File: src/rtl/insn_loader_encoder_pkg.sv
// Shared opcode, format and field-position definitions for the instruction
// encoder/loader. The processor's control decoder uses the same opcode table.
package insn_loader_encoder_pkg;

  localparam logic [4:0] OP_ALU  = 5'b00000;
  localparam logic [4:0] OP_J    = 5'b00001;
  localparam logic [4:0] OP_BNE  = 5'b00010;
  localparam logic [4:0] OP_JAL  = 5'b00011;
  localparam logic [4:0] OP_JR   = 5'b00100;
  localparam logic [4:0] OP_ADDI = 5'b00101;
  localparam logic [4:0] OP_BLT  = 5'b00110;
  localparam logic [4:0] OP_SW   = 5'b00111;
  localparam logic [4:0] OP_LW   = 5'b01000;
  localparam logic [4:0] OP_SETX = 5'b10101;
  localparam logic [4:0] OP_BEX  = 5'b10110;

  // Field positions (LSB of each 5-bit field) and immediate widths
  localparam int OP_LSB    = 27;
  localparam int RD_LSB    = 22;
  localparam int RS_LSB    = 17;
  localparam int RT_LSB    = 12;
  localparam int SHAMT_LSB = 7;
  localparam int ALUOP_LSB = 2;
  localparam int IMM_I_W   = 17;
  localparam int TARGET_W  = 27;
  localparam int WORD_W    = 32;

  typedef enum logic [2:0] {
    FMT_R       = 3'd0,
    FMT_I       = 3'd1,
    FMT_JI      = 3'd2,
    FMT_JII     = 3'd3,
    FMT_ILLEGAL = 3'd4
  } fmt_e;

  typedef enum logic [1:0] {
    ST_IDLE = 2'd0,
    ST_LOAD = 2'd1,
    ST_DONE = 2'd2
  } state_e;

  // Map an opcode to its instruction format; anything unlisted is illegal.
  function automatic fmt_e opcode_fmt(input logic [4:0] op);
    fmt_e f;
    case (op)
      OP_ALU:                              f = FMT_R;
      OP_ADDI, OP_SW, OP_LW, OP_BNE, OP_BLT: f = FMT_I;
      OP_J, OP_JAL, OP_BEX, OP_SETX:       f = FMT_JI;
      OP_JR:                               f = FMT_JII;
      default:                             f = FMT_ILLEGAL;
    endcase
    return f;
  endfunction

endpackage

File: src/rtl/insn_word_fifo.sv
// Small synchronous FIFO holding encoded words plus their last-of-session tag.
// Overflowing pushes and underflowing pops are ignored.
module insn_word_fifo #(
  parameter int DEPTH = 4,
  parameter int WIDTH = 33
) (
  input  logic             clock,
  input  logic             reset,
  input  logic             clear,
  input  logic             push,
  input  logic             pop,
  input  logic [WIDTH-1:0] wdata,
  output logic [WIDTH-1:0] rdata,
  output logic             empty,
  output logic             full
);

  localparam int PW = $clog2(DEPTH);

  logic [WIDTH-1:0] mem_q [DEPTH];
  logic [WIDTH-1:0] mem_d [DEPTH];
  logic [PW-1:0]    wr_ptr_q, wr_ptr_d;
  logic [PW-1:0]    rd_ptr_q, rd_ptr_d;
  logic [PW:0]      count_q, count_d;
  logic             push_ok, pop_ok;

  // Count reaches exactly DEPTH (a power of two) only when full
  assign empty   = (count_q == '0);
  assign full    = count_q[PW];
  assign rdata   = mem_q[rd_ptr_q];
  assign push_ok = push & ~full;
  assign pop_ok  = pop & ~empty;

  // Next-state for storage, pointers and occupancy; clear wins over traffic
  always_comb begin
    mem_d    = mem_q;
    wr_ptr_d = wr_ptr_q;
    rd_ptr_d = rd_ptr_q;
    count_d  = count_q;
    if (clear) begin
      wr_ptr_d = '0;
      rd_ptr_d = '0;
      count_d  = '0;
    end else begin
      if (push_ok) begin
        mem_d[wr_ptr_q] = wdata;
        wr_ptr_d        = wr_ptr_q + PW'(1);
      end else begin
        wr_ptr_d = wr_ptr_q;
      end
      if (pop_ok) begin
        rd_ptr_d = rd_ptr_q + PW'(1);
      end else begin
        rd_ptr_d = rd_ptr_q;
      end
      case ({push_ok, pop_ok})
        2'b10:   count_d = count_q + (PW+1)'(1);
        2'b01:   count_d = count_q - (PW+1)'(1);
        default: count_d = count_q;
      endcase
    end
  end

  // State registers with synchronous reset
  always_ff @(posedge clock) begin
    if (reset) begin
      mem_q    <= '{default: '0};
      wr_ptr_q <= '0;
      rd_ptr_q <= '0;
      count_q  <= '0;
    end else begin
      mem_q    <= mem_d;
      wr_ptr_q <= wr_ptr_d;
      rd_ptr_q <= rd_ptr_d;
      count_q  <= count_d;
    end
  end

endmodule

File: src/rtl/insn_loader_encoder.sv
// Encodes field-level instruction requests into 32-bit words, buffers them
// and streams them one per cycle into sequential imem addresses.
module insn_loader_encoder
  import insn_loader_encoder_pkg::*;
#(
  parameter int          FIFO_DEPTH = 4,
  parameter int          AW         = 12,
  parameter int unsigned BASE_ADDR  = 0
) (
  input  logic          clock,
  input  logic          reset,
  input  logic          start,
  input  logic          req_valid,
  output logic          req_ready,
  input  logic [4:0]    req_opcode,
  input  logic [4:0]    req_rd,
  input  logic [4:0]    req_rs,
  input  logic [4:0]    req_rt,
  input  logic [4:0]    req_shamt,
  input  logic [4:0]    req_aluop,
  input  logic [31:0]   req_imm,
  input  logic          req_last,
  output logic          imem_we,
  output logic [AW-1:0] imem_addr,
  output logic [31:0]   imem_data,
  output logic          done,
  output logic          err_illegal,
  output logic          err_range
);

  // Pack request fields according to the instruction format
  function automatic logic [WORD_W-1:0] encode_word(
    input fmt_e        fmt,
    input logic [4:0]  op,
    input logic [4:0]  rd,
    input logic [4:0]  rs,
    input logic [4:0]  rt,
    input logic [4:0]  shamt,
    input logic [4:0]  aluop,
    input logic [31:0] imm
  );
    logic [WORD_W-1:0] w;
    w = 32'd0;
    w[OP_LSB +: 5] = op;
    case (fmt)
      FMT_R: begin
        w[RD_LSB    +: 5] = rd;
        w[RS_LSB    +: 5] = rs;
        w[RT_LSB    +: 5] = rt;
        w[SHAMT_LSB +: 5] = shamt;
        w[ALUOP_LSB +: 5] = aluop;
      end
      FMT_I: begin
        w[RD_LSB +: 5]    = rd;
        w[RS_LSB +: 5]    = rs;
        w[IMM_I_W-1:0]    = imm[IMM_I_W-1:0];
      end
      FMT_JI:  w[TARGET_W-1:0] = imm[TARGET_W-1:0];
      FMT_JII: w[RD_LSB +: 5]  = rd;
      default: w = 32'd0;
    endcase
    return w;
  endfunction

  // True when the immediate loses information once truncated to its field
  function automatic logic imm_out_of_range(input fmt_e fmt, input logic [31:0] imm);
    logic bad;
    case (fmt)
      FMT_I:   bad = (imm[31:IMM_I_W] != {(32-IMM_I_W){imm[IMM_I_W-1]}});
      FMT_JI:  bad = (imm[31:TARGET_W] != 5'd0);
      default: bad = 1'b0;
    endcase
    return bad;
  endfunction

  state_e          state_q, state_d;
  logic [AW-1:0]   addr_q, addr_d;
  logic            err_illegal_q, err_illegal_d;
  logic            err_range_q, err_range_d;
  logic            last_seen_q, last_seen_d;   // last request already accepted
  logic            drop_last_q, drop_last_d;   // last request was an illegal (dropped) one

  fmt_e            req_fmt_s;
  logic [31:0]     enc_word_s;
  logic            accept_s, push_s, pop_s, clear_s;
  logic [32:0]     head_s;
  logic            fifo_empty_s, fifo_full_s;

  assign req_fmt_s  = opcode_fmt(req_opcode);
  assign enc_word_s = encode_word(req_fmt_s, req_opcode, req_rd, req_rs, req_rt,
                                  req_shamt, req_aluop, req_imm);

  assign req_ready = (state_q == ST_LOAD) & ~fifo_full_s & ~last_seen_q;
  assign accept_s  = req_valid & req_ready;
  assign push_s    = accept_s & (req_fmt_s != FMT_ILLEGAL);
  assign pop_s     = (state_q == ST_LOAD) & ~fifo_empty_s;
  assign clear_s   = start & (state_q != ST_LOAD);

  assign imem_we     = pop_s;
  assign imem_addr   = addr_q;
  assign imem_data   = pop_s ? head_s[31:0] : 32'd0;
  assign done        = (state_q == ST_DONE);
  assign err_illegal = err_illegal_q;
  assign err_range   = err_range_q;

  insn_word_fifo #(
    .DEPTH (FIFO_DEPTH),
    .WIDTH (33)
  ) u_fifo (
    .clock (clock),
    .reset (reset),
    .clear (clear_s),
    .push  (push_s),
    .pop   (pop_s),
    .wdata ({req_last, enc_word_s}),
    .rdata (head_s),
    .empty (fifo_empty_s),
    .full  (fifo_full_s)
  );

  // Session FSM: next state, write address and sticky error flags
  always_comb begin
    state_d       = state_q;
    addr_d        = addr_q;
    err_illegal_d = err_illegal_q;
    err_range_d   = err_range_q;
    last_seen_d   = last_seen_q;
    drop_last_d   = drop_last_q;
    case (state_q)
      ST_IDLE, ST_DONE: begin
        if (start) begin
          state_d       = ST_LOAD;
          addr_d        = AW'(BASE_ADDR);
          err_illegal_d = 1'b0;
          err_range_d   = 1'b0;
          last_seen_d   = 1'b0;
          drop_last_d   = 1'b0;
        end else begin
          state_d = state_q;
        end
      end
      ST_LOAD: begin
        if (pop_s) begin
          addr_d = addr_q + AW'(1);
        end else begin
          addr_d = addr_q;
        end
        if (accept_s) begin
          if (req_fmt_s == FMT_ILLEGAL) begin
            err_illegal_d = 1'b1;
            drop_last_d   = drop_last_q | req_last;
          end else begin
            err_range_d = err_range_q | imm_out_of_range(req_fmt_s, req_imm);
          end
          last_seen_d = last_seen_q | req_last;
        end else begin
          last_seen_d = last_seen_q;
        end
        // A dropped last request ends the session once everything queued is out
        if (pop_s && head_s[32]) begin
          state_d = ST_DONE;
        end else if (drop_last_q && fifo_empty_s) begin
          state_d = ST_DONE;
        end else begin
          state_d = ST_LOAD;
        end
      end
      default: state_d = ST_IDLE;
    endcase
  end

  // State registers with synchronous reset
  always_ff @(posedge clock) begin
    if (reset) begin
      state_q       <= ST_IDLE;
      addr_q        <= AW'(BASE_ADDR);
      err_illegal_q <= 1'b0;
      err_range_q   <= 1'b0;
      last_seen_q   <= 1'b0;
      drop_last_q   <= 1'b0;
    end else begin
      state_q       <= state_d;
      addr_q        <= addr_d;
      err_illegal_q <= err_illegal_d;
      err_range_q   <= err_range_d;
      last_seen_q   <= last_seen_d;
      drop_last_q   <= drop_last_d;
    end
  end

endmodule

File: config.mk
export PLATFORM = sky130hd
export DESIGN_NAME = insn_loader_encoder
export DESIGN_NICKNAME = d
export VERILOG_FILES = /design/src/rtl/insn_loader_encoder_pkg.sv /design/src/rtl/insn_word_fifo.sv /design/src/rtl/insn_loader_encoder.sv
export SDC_FILE = /design/constraint.sdc
export NUM_CORES = 1
export LEC_CHECK = 0
export CAP_MARGIN = 15
export CORE_UTILIZATION = 40
export DETAILED_ROUTE_END_ITERATION = 8
export PLACE_DENSITY_LB_ADDON = 0.3
export RECOVER_POWER = 25
export SLEW_MARGIN = 25
export SYNTH_ARGS = -nofsm -noshare
export SYNTH_HDL_FRONTEND = slang
export SYNTH_SLANG_ARGS = --single-unit
File: constraint.sdc
create_clock -name clock -period 4.6 [get_ports clock]
set_input_delay 0.92 -clock clock [delete_from_list [all_inputs] [get_ports clock]]
set_output_delay 0.92 -clock clock [all_outputs]
set_load 0.05 [all_outputs]
# Yosys cells after proc, flatten, opt, wreduce, memory -nomap -nowiden
# Memories as Yosys holds them, arrays and structs flattened.
# Cells that the tools add are included.
# W data, S select, Z words.
[word_totals]
register_bits = 157
rom_bits = 96
output_inout_bits = 49
elab_cells = 109
memories = 1
[mem_list]
columns = ["memory", "words", "width", "read_ports", "rd_ports_with_merged_regs", "write_ports", "line_no", "source"]
rows = [
  ["(no name shown)", 32, 3, 1, 0, 0, "insn_loader_encoder_pkg.sv:45", "case (op)"],
]
[classes]
addsub = 5
magnitude_cmp = 3
eq_ne = 16
n_mux = 35
bitwise_logic = 17
n_reduce_logical = 19
[op_table]
columns = ["operator", "count"]
rows = [
  ["$bwmux W132", 1],
  ["$mux W33", 3],
  ["$bmux W33 S2", 1],
  ["$demux W33 S2", 1],
  ["$pmux W20 S3", 1],
  ["$mux W32", 1],
  ["$mux W12", 2],
  ["$pmux W12 S2", 1],
  ["$ne A15 B15 Y1", 1],
  ["$add A12 B1 Y12 const B", 1],
  ["$mux W1", 11],
  ["$pmux W1 S2", 5],
  ["$pmux W5 S2", 1],
  ["$and A1 B1 Y1", 8],
  ["$mux W2", 4],
  ["$ne A2 B2 Y1 const B", 4],
  ["$reduce_and A4 Y1", 2],
  ["$eq A3 B2 Y1 const B", 2],
  ["$ge A3 B3 Y1 const B", 2],
  ["$logic_not A3 Y1", 2],
  ["$not A2 Y3", 2],
  ["$pmux W3 S2", 1],
  ["$reduce_and A3 Y1", 2],
  ["$reduce_or A2 Y1", 3],
  ["other kinds (21)", 33],
]

# Longest topological paths before layout
[logic_depth]
depth_word = 10
ltp_mapped = 13
mapped_depth_nobuf = 11

# Cells and area by module
# Synthesis repeated with hierarchy kept, for this count alone.
[hier_totals]
cells_unflattened = 885
hier_area_um2 = 7569.8
[modules_own_cells]
columns = ["mod", "instances", "cells_each", "area_each_um2", "seq_area_each_um2"]
rows = [
  ["insn_word_fifo", 1, 669, 5873.1, 2782.7],
  ["insn_loader_encoder", 1, 216, 1696.6, 360.3],
]

# Worst setup path before layout
# No wires, ideal clock.
[synth_path]
kind = "register to register"
startpoint = "reg u_fifo.count_q[2]"
endpoint = "reg u_fifo.count_q[2]"
setup_ns = 0.070
arrival_time_ns = 3.581
required_time_ns = 4.530
path_slack_ns = 0.949
stages_incl_launch_ff = 11
path_buffers = 1
synth_period_minus_slack_ns = 3.651
path_cell_list = "dfxtp_1 > nor4b_1 > and2_1 > buf_2 > nand2_1 > ha_1 > inv_1 > fa_1 > xor2_1 > or3_1 > a21oi_1"
[synth_between]
elab_chain_cells = 8
[synth_lines]
columns = ["element", "line_no", "source"]
rows = [
  ["start, declared", "insn_word_fifo.sv:24", "logic [PW:0] count_q, count_d;"],
  ["start signal, assigned", "insn_word_fifo.sv:75", "count_q <= count_d;"],
  ["$not A1 Y1 (*)", "insn_loader_encoder.sv:93", "assign req_ready = (state_q == ST_LOAD) & ~fifo_full_s & ~last_seen_q;"],
  ["$and A1 B1 Y1 (*) (2 in a row)", "insn_loader_encoder.sv:93", ""],
  ["via req_ready", "insn_loader_encoder.sv:14", "output logic req_ready,"],
  ["$and A1 B1 Y1 (*)", "insn_loader_encoder.sv:94", "assign accept_s = req_valid & req_ready;"],
  ["$and A1 B1 Y1 (*)", "insn_loader_encoder.sv:95", "assign push_s = accept_s & (req_fmt_s != FMT_ILLEGAL);"],
  ["$and A1 B1 Y1 (*)", "insn_word_fifo.sv:31", "assign push_ok = push & ~full;"],
  ["$eq A2 B1 Y1 or $eq A2 B2 Y1 (tied branches)", "insn_word_fifo.sv:56", "case ({push_ok, pop_ok})"],
  ["$pmux W3 S2 or $reduce_bool A2 Y1 (tied branches)", "--", ""],
]
# The timed path passes the listed nets; every way through them passes the cells marked *.
# A chain may end at the register's enable or synchronous reset.

# Final worst setup path
[layout_path]
startpoint = "reg u_fifo.rd_ptr_q[0]"
endpoint = "out imem_data[0]"
[layout_between]
elab_chain_cells = 5
[layout_lines]
columns = ["element", "line_no", "source"]
rows = [
  ["start, declared", "insn_word_fifo.sv:23", "logic [PW-1:0] rd_ptr_q, rd_ptr_d;"],
  ["start signal, assigned", "insn_word_fifo.sv:74", "rd_ptr_q <= rd_ptr_d;"],
  ["$not A2 Y3 (not written as such)", "insn_word_fifo.sv:30", "assign rdata = mem_q[rd_ptr_q];"],
  ["$bmux W33 S2", "insn_word_fifo.sv:30", ""],
  ["$mux W33 (not written as such) (2 in a row)", "insn_word_fifo.sv:30", ""],
  ["$mux W32", "insn_loader_encoder.sv:101", "assign imem_data = pop_s ? head_s[31:0] : 32'd0;"],
  ["end, declared", "insn_loader_encoder.sv:25", "output logic [31:0] imem_data,"],
]
# No other way between the ends. The select of a mux whose other input is x is not followed.

==> summary.txt <==
Pwr per Cell Area: 349 mW/mm^2
x dimension of the die: 139 um
synth warn: 0
average vias per placed instance: 5.76
standard-cell row count: 49
max-slew headroom at the worst pin: 30.1%
via count of the first global-routing pass: 6,144
vias: 6,529
Post-synth EDFFs: 0
largest buffer count on any clock path: 2
cts repair resizes: 0
Cell Area, Synth: 0.00748 mm^2
last weighted congestion value of the routability-driven placer: 0.796
hold-fix buffer count after cts: 0
reg-to-reg endpoint: u_fifo.mem_q[122]$_SDFFE_PP0P_
global-route wire length before repair: 32,700 um
leakage power total: 3.27 nW
FMAX: 0.260 GHz
Post-Syn Nets: 888
clock tree from TritonCTS: yes
# H-tree levels: 4
number of cell instances on the worst register-to-register path: 6
starting DRC count in detailed routing: 545
total power of the final layout: 3.33 mW
top post-synthesis cells by count: dfxtp_1, nand2_1, nor2_1, a21oi_1, and2_1
post-layout net count: 967
clock tree sinks: 157
worst hold path type: reg -> reg
starting density of the core: 41.2%
startpoint of the worst register-to-register path: u_fifo.count_q[2]$_SDFFE_PP0P_
most repeated cell in the gate-level netlist after synthesis: dfxtp_1
number of antenna violations at the first check in global routing: 0
register cell area after layout: 0.00314 mm^2
area of the core: 0.0181 mm^2
Clk pin slew, worst setup/hold paths: 0.06 ns
maximum fanout count along the critical path: 17
Congestion Overflow GR: 0
post-detailed-placement half-perimeter wirelength: 12,500 um
worst hold endpoint: u_fifo.mem_q[119]$_SDFFE_PP0P_
critical hold path startpoint: u_fifo.mem_q[119]$_SDFFE_PP0P_
final setup violation count: 0
number of max-capacitance violations reported: 0
Total Neg Setup Slack: 0 ns
startpoint kind of the worst setup timing path: flop
Mapped Cells: 812
number of fill cells: 1,691
most instantiated flip-flop cell in the synthesis netlist: dfxtp_1
worst path arrival time: 2.92 ns
ANT nets after route: 0
final number of hold-violating endpoints: 0
multi-input gate area in the final layout: 0.00400 mm^2
register bit total from synthesis: 157
top post-synthesis cells by area: dfxtp_1, mux4_2, nand2_1
Critical Setup Path Class: reg -> out
failing checks: design-rule violations
number of diodes: 0
DRT Pass-1 Iters: 7
area leader, netlist: dfxtp_1
num ports: 116
worst clock skew on the final layout: 0.00763 ns
share of the cycle needed by the critical path after routing: 83.6%
count of unique library cells instantiated by Yosys: 54
port buffer count: 115
number of clock buffers inserted by TritonCTS: 17
Clk Latency, worst-skew pair: 0.43 ns
Routed wire per std cell: 17.5 um
area share of the leading cell type in the synthesized netlist: 42.0%
Final Max Tran Viols: 0
final WL: 19,900 um
area growth from synthesis to final layout: 27.4%
total setup buffers inserted after CTS: 0
status: finished, violations left
share of layout cells above drive strength 1: 10.8%
CTS Root Buffer Type: clkbuf_16
die extent in y: 139 um
average cell area after synthesis: 9.21 um^2
total DRC errors in the routed layout: 5
pin count of the biggest net entering global routing: 62
RSZ-0062 raised after global routing: false
FFs w/ async S/R, synth: 0%
GRT Total Usage: 21.5%
share of synthesized area occupied by flip-flops and latches: 42.0%
flop-to-flop setup slack: 2.00 ns
cell depth of the worst min-delay path: 2
Die Area: 0.0193 mm^2
Worst IR Drop VDD: 0.000205 V
final period demand of the worst path: 3.84 ns
Worst setup EP type: output pin
Critical Path RT: 3.68 ns
slew at the pin closest to its max-slew limit: 1.05 ns
-- per-layer routing --
layer	part of all wire [%]	vias to the layer above	global-route usage, %
met5	0	-	0
met4	2.0	0	7.60
met3	6.1	25	3.80
met2	47	219	34.1
met1	45	3147	29.4
li1	-	3138	-
-- final cells by class --
cell class | instances | area share (%)
Multi-Input combinational cell | 573 | 42.0
Sequential cell | 157 | 33.0
Timing Repair Buffer | 132 | 14.1
Clock buffer | 17 | 4.46
Clock inverter | 15 | 3.06
Tap cell | 229 | 3.01
Inverter | 10 | 0.394
-- worst max-delay path by stage --
| stage | startpoint | slack, ns | to |
|---|---|---|---|
| after floorplan | u_fifo.count_q[2]$_SDFFE_PP0P_ | 0.95 | u_fifo.count_q[2]$_SDFFE_PP0P_ |
| after global placement | req_opcode[0] | 0.85 | u_fifo.count_q[2]$_SDFFE_PP0P_ |
| after detailed placement | req_opcode[0] | 0.80 | u_fifo.count_q[2]$_SDFFE_PP0P_ |
| after CTS | u_fifo.rd_ptr_q[1]$_SDFFE_PP0P_ | 0.89 | imem_data[16] |
| after global routing | req_opcode[0] | 0.62 | u_fifo.count_q[2]$_SDFFE_PP0P_ |
| final | u_fifo.rd_ptr_q[0]$_SDFFE_PP0P_ | 0.76 | imem_data[0] |
-- where the power goes --
group | switching, mW | leakage (nW) | internal (mW) | total (mW)
sequential | 0.00598 | 1.27 | 1.37 | 1.38
combinational | 0.147 | 1.66 | 0.107 | 0.254
clock | 0.571 | 0.349 | 1.13 | 1.70
total | 0.724 | 3.27 | 2.61 | 3.33
-- per-stage QoR --
step / hold WS [ns] / std cells / utilization [%] / setup WS (ns) / cell area, um^2
after floorplan: 0.429 / 812 / - / 0.949 / 7480
after global placement: 0.437 / 1101 / 48.6 / 0.854 / 8820
after detailed placement: 0.442 / 1101 / 48.6 / 0.795 / 8820
after CTS: 0.450 / 1133 / 52.5 / 0.889 / 9540
after global routing: 0.471 / 1133 / 52.5 / 0.617 / 9530
final: 0.449 / 1133 / 52.5 / 0.756 / 9530
-- cell usage in the layout, fill, tap and decap left out, types with 3 or more instances in the layout --
cell             count
nand2_1             88
inv_1               10
dlygate4sd3_1       18
o21a_1               6
dfxtp_1            156
xor2_1               8
nand3_1             24
nor4b_2              5
nand4_1              6
bufinv_16            8
o21ai_1              8
nor2_1              70
and2_1              36
clkdlybuf4s50_1     96
clkinv_2             3
nand2b_1             4
or3_1                8
a31oi_1             30
o21bai_1            30
nor3_1               3
buf_12               5
buf_4               13
o211ai_1            18
o211a_1              5
a21oi_1             65
clkbuf_16           17
a311oi_1            30
mux4_2              33
o21ai_0             25
and2_0               4
ha_1                 8
a211oi_1            26
-- critical path, cell delays in order, from the launching register on --
cell and delay, ns:
dfxtp_1 1.01, mux4_2 0.59, and2_1 0.19, clkdlybuf4s50_1 0.70
-- registers in the layout (all words and copies together), names as in the netlist --
register	flops
u_fifo.wr_ptr_q	2
err_range	1
state_q	2
u_fifo.mem_q	132
last_seen_q	1
u_fifo.count_q	3
imem_addr	12
u_fifo.rd_ptr_q	2
drop_last_q	1
err_illegal	1
-- kinds of logic after synthesis --
family	count (synthesis)	share of synthesized area [%]
muxes	35	10.3
xor gates and xnor gates	10	1.17
buffers and inverters	82	4.78
and+or+nand+nor	266	17.7
AOI/OAI and AO/OA	253	22.5
DFF	157	42.0
adders and majority gates	9	1.61
Power figures use the tool's default switching activity.
